--- src/rtl/banco_reg_multipuerto.sv ---
// Multiported register file: one sync write, two comb reads with bypass,
// and a pending-write scoreboard with a registered busy counter.
module banco_reg_multipuerto #(
    parameter int WIDTH    = 28,
    parameter int DEPTH    = 16,
    parameter int ZERO_REG = 1,
    parameter int BYPASS   = 1,
    localparam int AW      = $clog2(DEPTH)
) (
    input  logic             clk,
    input  logic             reset,
    input  logic             eneable,
    input  logic             we,
    input  logic [AW-1:0]    wa,
    input  logic [WIDTH-1:0] wd,
    input  logic [AW-1:0]    ra1,
    input  logic [AW-1:0]    ra2,
    output logic [WIDTH-1:0] rd1,
    output logic [WIDTH-1:0] rd2,
    input  logic             set_busy,
    input  logic [AW-1:0]    sb_addr,
    output logic             busy1,
    output logic             busy2,
    output logic [AW:0]      pend_cnt
);

    localparam bit ZR  = (ZERO_REG != 0);
    localparam bit BYP = (BYPASS != 0);

    logic [WIDTH-1:0] mem [DEPTH];
    logic [DEPTH-1:0] busy;
    logic [DEPTH-1:0] busy_nxt;

    logic             wr_ok;
    logic             sb_ok;
    logic             inc;
    logic             dec;
    logic [AW:0]      inc_v;
    logic [AW:0]      dec_v;

    assign wr_ok = eneable && we && !(ZR && (wa == '0));
    assign sb_ok = eneable && set_busy && !(ZR && (sb_addr == '0));

    // Reservation wins over writeback on the same address.
    always_comb begin
        busy_nxt = busy;
        for (int i = 0; i < DEPTH; i++) begin
            if (wr_ok && (wa == AW'(i)))
                busy_nxt[i] = 1'b0;
            if (sb_ok && (sb_addr == AW'(i)))
                busy_nxt[i] = 1'b1;
        end
    end

    assign inc   = sb_ok && !busy[sb_addr];
    assign dec   = wr_ok && busy[wa] && !(sb_ok && (sb_addr == wa));
    assign inc_v = {{AW{1'b0}}, inc};
    assign dec_v = {{AW{1'b0}}, dec};

    always_ff @(posedge clk) begin
        if (reset) begin
            for (int i = 0; i < DEPTH; i++)
                mem[i] <= '0;
            busy     <= '0;
            pend_cnt <= '0;
        end else begin
            if (wr_ok)
                mem[wa] <= wd;
            busy     <= busy_nxt;
            pend_cnt <= pend_cnt + inc_v - dec_v;
        end
    end

    logic byp1;
    logic byp2;
    logic sb_hit1;
    logic sb_hit2;

    assign byp1    = BYP && !reset && wr_ok && (wa == ra1);
    assign byp2    = BYP && !reset && wr_ok && (wa == ra2);
    assign sb_hit1 = sb_ok && (sb_addr == ra1);
    assign sb_hit2 = sb_ok && (sb_addr == ra2);

    always_comb begin
        rd1   = mem[ra1];
        busy1 = busy[ra1];
        if (ZR && (ra1 == '0)) begin
            rd1   = '0;
            busy1 = 1'b0;
        end else if (byp1) begin
            rd1   = wd;
            busy1 = sb_hit1;
        end
    end

    always_comb begin
        rd2   = mem[ra2];
        busy2 = busy[ra2];
        if (ZR && (ra2 == '0)) begin
            rd2   = '0;
            busy2 = 1'b0;
        end else if (byp2) begin
            rd2   = wd;
            busy2 = sb_hit2;
        end
    end

endmodule

--- config.mk ---
export PLATFORM = sky130hd
export DESIGN_NAME = banco_reg_multipuerto
export DESIGN_NICKNAME = d
export VERILOG_FILES = /design/src/rtl/banco_reg_multipuerto.sv
export SDC_FILE = /design/constraint.sdc
export NUM_CORES = 1
export LEC_CHECK = 0
export ABC_AREA = 1
export CAP_MARGIN = 20
export CORE_AREA = 3 3 398 203
export CTS_CLUSTER_DIAMETER = 100
export DETAILED_ROUTE_END_ITERATION = 8
export DIE_AREA = 0 0 401 206
export SETUP_SLACK_MARGIN = 0.2
export SYNTH_ARGS = -nofsm -noshare
export SYNTH_HDL_FRONTEND = slang
export SYNTH_SLANG_ARGS = --single-unit
--- constraint.sdc ---
create_clock -name clk -period 3.4 [get_ports clk]
set_clock_uncertainty 0.1 [all_clocks]
set_input_delay 0.68 -clock clk [delete_from_list [all_inputs] [get_ports clk]]
set_output_delay 0.68 -clock clk [all_outputs]
set_load 0.03 [all_outputs]
After elaboration in Yosys (flattened, before gate mapping)
Memory sizes are Yosys's and may differ from the RTL's. Cells that the tools add are included.

Equal/unequal tests: 35. Add/sub/neg operators: 2. Muxes and demuxes: 56. Reduce and logical (&&, ||, !) cells: 71. Order comparisons: 4.

Operators with widths (number): $mux 28 (5); $eq 4x4->1 const B (16); $mux 1 (46); $logic_and 1x1->1 (45); $eq 4x3->1 const B (8); $reduce_bool 2->1 (16); $reduce_or 28->1 (1); $eq 4x4->1 (5); $lt 4x5->1 const B (4); $bmux 1 s4 (4); $eq 4x2->1 const B (4); $logic_not 4->1 (4); $eq 4x1->1 const B (2); $add 5x1->5 (1); $logic_not 1->1 (5); $sub 5x1->5 (1); $mux 4 (1).

Logic and storage cells: 186. Memory bits (writable): 448. Bits in registers: 21. Output and inout bits: 63. Memories: 1.

Memory list: mem (words 16, width 28, rd ports 2, clocked after memory_dff 0, write ports 16, line 30) `logic [WIDTH-1:0] mem [DEPTH];`.

Depth between registers and ports, before layout
Word-level depth: 8. Gate-level depth with buffers: 17. Gate-level depth less buffers: 16.

Worst setup path after synthesis
No wires, ideal clock.

Kind: input port to flip-flop. Start point: input port sb_addr[3]. End point: register pend_cnt[4]. Stages on the path: 13. Path slack: 346 ps. Arrival: 2884 ps. Cells stage by stage: clkbuf_1 -> nor2_1 -> a21oi_1 -> a21boi_0 -> nand4_1 -> ha_1 -> inv_1 -> ha_1 -> inv_1 -> fa_1 -> o211ai_1 -> o21ai_0 -> a21oi_1.

Longest elaborated chain between the ends: 7. Elaborated cells between the ends (all ways): 13. Those cells by class: 2 x add/sub; 1 x eq/ne; 2 x mux; 8 x reduce/logical.

RTL lines: from (decl) (line 21) `input logic [AW-1:0] sb_addr,`; parallel branches: the longest is 6 deep, another holds $add 5x1->5; $sub 5x1->5 (*) (line 70) `pend_cnt <= pend_cnt + inc_v - dec_v;`; to (signal assigned) (line 70); to (decl) (line 24) `output logic [AW:0] pend_cnt`.

Mark *: on every way between the ends. The select of a mux whose other input is x is not followed. A chain may end at the register's enable or synchronous reset.

Worst setup path in the final report
Start point: input port ra1[0]. End point: output port rd1[17].

Longest elaborated chain between the ends: 4. Elaborated cells between the ends (all ways): 6. Those cells by class: 1 x eq/ne; 2 x mux; 2 x reduce/logical; 1 x memory.

RTL lines: from (decl) (line 16) `input logic [AW-1:0] ra1,`; parallel branches: the longest is 3 deep, another holds $mem_v2 16x28; $mux 28 (*) (line 87) `if (ZR && (ra1 == '0)) begin`; to (decl) (line 18) `output logic [WIDTH-1:0] rd1,`.

Mark *: on every way between the ends.

==> flow_metrics.py <==
metrics = {
    "die": {
        "initial_core_util": 0.351,
        "die_h_um": 206,
        "die-width_um": 401,
        "pin_count": 112,
        "core-area_sq_mm": 0.0773,
        "std_cell_rows": 72,
        "fp.dieArea_sq_mm": 0.0826,
    },
    "cts": {
        "cts_tree": "done",
        "h-tree-depth": 2,
        "cts_sinks": 469,
        "cts_root_buffer": "clkbuf_16",
        "numCtsBuffers": 49,
        "cts.reportedPaths.clkPinSlew_ns": 0.06,
        "clockBufferDepth": 3,
        "clock_latency_ns": 0.58,
    },
    "worst_setup_path": {
        "startpoint_type": "primary input",
        "cp_common_cell": "nand3_1",
        "regToRegStartpoint": "busy[5]",
        "crit_path_end_kind": "output port",
        "crit_path_cell_trace": "clkbuf_8, buf_16, buf_16, buf_6, nand2_1, nand3_1, nand3_1, nand3_1, nand2_1, a21oi_1, buf_4",
        "worst-r2r-setup-slack_ns": 0.82,
        "r2r_cells": 14,
        "crit_buf_inv": 5,
        "cpPeakStageDelay_ns": 0.21,
        "cp.required_ns": 2.62,
        "r2r_end": "pend_cnt[4]",
        "cp_slowest_cell": "buf_16",
        "arrival_ns": 2.37,
        "path_class": "in -> out",
        "cp_max_fo": 27,
        "critPathTopFamily": "buffers and inverters",
    },
    "final_layout": {
        "fill_cells": 7633,
        "nNetsFinal": 3672,
        "layout.cells.non_filler": 4686,
        "diodes": 0,
        "multi_input_area_sq_mm": 0.0118,
        "syn_to_final_growth_pct": 20.5,
        "final_layout_size_suffix_gt1_frac": 0.127,
        "utilization": 0.423,
        "regArea_sq_mm": 0.0139,
    },
    "synth": {
        "synth-simple-area-share": 0.393,
        "ys_ff_latch": 469,
        "yosysSeqAreaShare": 0.511,
        "synth_top_cell_by_area": "edfxtp_1",
        "synth.top_cell.area_share": 0.495,
        "synth-xor-area-share": 0.00290,
        "synth_area_leaders": "edfxtp_1 (50%), nand2_1 (17%), nand3_1 (15%), nor2_1 (6.2%), buf_2 (2.8%)",
        "synth_compound_area_frac": 0.0229,
        "syn_area_sq_mm": 0.0272,
        "yosysUniqueCellTypes": 38,
        "yosysWarnings": 0,
        "avgSynthCellArea_sq_um": 7.76,
        "synth_mux_area_frac": 0,
        "syn_inst": 3497,
        "synth_adder_area_share": 0.00304,
        "synth_top_family_by_area": "simple AND/OR/NAND/NOR gates",
    },
    "placed_design": {
        "hpwl_um": 64900,
        "post-place-cells": 4590,
        "port_buffers": 111,
        "gp_congestion": 0.883,
    },
    "routing": {
        "post_drt_wl_per_cell_um": 23.3,
        "postRouteAntennaNets": 0,
        "vias": 26400,
        "drt-total-wl_um": 109000,
        "drc": 0,
        "firstDrtPassIters": 6,
        "via_per_inst": 5.63,
        "drt_iter0_drc": 3852,
    },
    "sta": {
        "hold_viol": 0,
        "rsz0062_at_grt": "true",
        "fin_crit_ns": 3.15,
        "tightest_slew_ns": 0.702,
        "setup-violations-final": 0,
        "max_freq_mhz": 317,
        "relSlewSlack": 0.532,
        "maxSlewViolCount": 0,
        "fin_crit_sh": 0.927,
    },
    "pwr": {
        "p_leak_nw": 13.6,
        "finalPower_w": 0.0149,
        "power_density_mw_per_mm2": 455,
        "vdd_drop_max_mv": 0.369,
    },
    "grt": {
        "grt_pass1_wl_um": 160000,
        "grt_max_degree": 92,
        "grt_pass1_vias": 24900,
        "antenna_found_initial": 2,
        "grt_util_all_layers": 0.257,
        "grt_overflow": 0,
    },
    "outcome": {
        "outcome": "finished clean",
    },
    "min_path": {
        "holdPathEnd": "busy[7]",
        "min_from": "busy[7]",
        "min_path_cells": 2,
        "hold_path_class": "reg -> reg",
    },
    "run": {
        "cap_violations": 0,
    },
}
-- cell type report --
| cell class | instances | share of cell area |
|---|---|---|
| Timing Repair Buffer | 335 | 0.118 |
| Sequential cell | 469 | 0.424 |
| Clock inverter | 20 | 0.00532 |
| Multi-Input combinational cell | 2669 | 0.361 |
| Inverter | 93 | 0.0114 |
| Clock buffer | 64 | 0.0406 |
| Tap cell | 1036 | 0.0396 |
-- how the worst max path moves through the flow --
stage,slack [ns],end,depth (start not counted),from
2_1_floorplan,0.35,pend_cnt[4],13,sb_addr[3]
3_3_place_gp,-0.26,pend_cnt[4],18,wa[1]
3_5_place_dp,-0.23,rd2[0],12,wa[1]
4_1_cts,0.20,rd1[13],16,wa[0]
5_1_grt,0.19,rd1[23],11,ra1[0]
6_report,0.25,rd1[17],11,ra1[0]
-- cells in the mapped netlist --
cell / count
buf_4: 29
xor2_1: 7
nor2_1: 450
nor2_8: 1
o21bai_1: 1
clkinv_1: 26
o211ai_1: 6
a21oi_4: 1
a22oi_1: 1
nand3_1: 798
nand4_1: 5
clkbuf_1: 78
buf_6: 8
buf_2: 151
edfxtp_1: 448
a21boi_0: 1
buf_8: 1
nand2_2: 3
o32ai_1: 1
nand3b_1: 5
fa_1: 1
inv_1: 55
nand2_1: 1226
o21ai_1: 1
xnor2_1: 2
a21oi_2: 10
inv_2: 12
nor3_1: 1
nor2_2: 5
nor2_4: 12
conb_1: 1
dfxtp_1: 21
a21oi_1: 55
o21ai_0: 31
buf_1: 26
nand3_2: 11
ha_1: 5
o22ai_1: 1
-- placed cells by master (no fill, tap or decap), drive strengths merged, types with 3 or more instances in the layout --
master	count
nand2	1229
nand3	809
nor2	468
edfxtp	448
buf	292
inv	67
clkbuf	67
a21oi	66
clkinv	43
clkdlybuf4s50	37
o21ai	32
conb	28
dfxtp	21
xor2	7
o211ai	6
nand4	5
nand3b	5
ha	5
bufinv	3
-- worst min-delay path, cell delays in order, from the launching register on --
cell     delay [ns]
dfxtp_1        0.32
inv_1          0.11
o21ai_1        0.08
-- metrics by stage --
| step | worst slack (ns) | cell area [sq um] | hold WS (ns) | setup TNS (ns) |
|---|---|---|---|---|
| after floorplan | 0.346 | 27300 | 0.341 | 0 |
| after global placement | -0.262 | 30800 | 0.432 | -3.59 |
| after detailed placement | -0.226 | 30800 | 0.445 | -4.94 |
| after CTS | 0.201 | 32600 | 0.453 | 0 |
| after global routing | 0.192 | 32700 | 0.490 | 0 |
| final | 0.247 | 32700 | 0.457 | 0 |
-- power breakdown --
part / internal [W] / total (W) / switching [W]
Clock: 0.00295 / 0.00524 / 0.00229
Combinational: 0.000991 / 0.00282 / 0.00183
Sequential: 0.00665 / 0.00681 / 0.000163
-- sequential cells by signal, summed over array words and instances (netlist names) --
| register | cells |
|---|---|
| busy | 16 |
| mem | 448 |
| pend_cnt | 5 |
-- metal layers --
| layer | routed length (um) | track usage | part of all wire | vias up |
|---|---|---|---|---|
| li1 | - | - | - | 11800 |
| met1 | 43100 | 0.344 | 0.39 | 12600 |
| met2 | 49400 | 0.417 | 0.45 | 1653 |
| met3 | 12300 | 0.0468 | 0.11 | 309 |
| met4 | 4450 | 0.100 | 0.041 | 2 |
| met5 | 13 | 0 | 0.00012 | - |
-- cells by family (layout without fill, tap and decap cells) --
logic type	count (synthesis)	count (layout)
AND/OR/NAND/NOR	2517	2517
flip-flops	469	469
buffers and inverters	386	512
AO/OA/AOI/OAI	109	109
XOR/XNOR	9	9
adder cells (fa/ha/maj)	6	6
other	1	28
-- what timing repair did --
action                                  CTS  global route
endpoints found under the setup margin   58            57
hold buffers                              0             0
resized for setup                        56            32
pin swaps                                 8             5
buffers inserted                          9             1
cloned                                    2             0
Power figures use the tool's default switching activity.
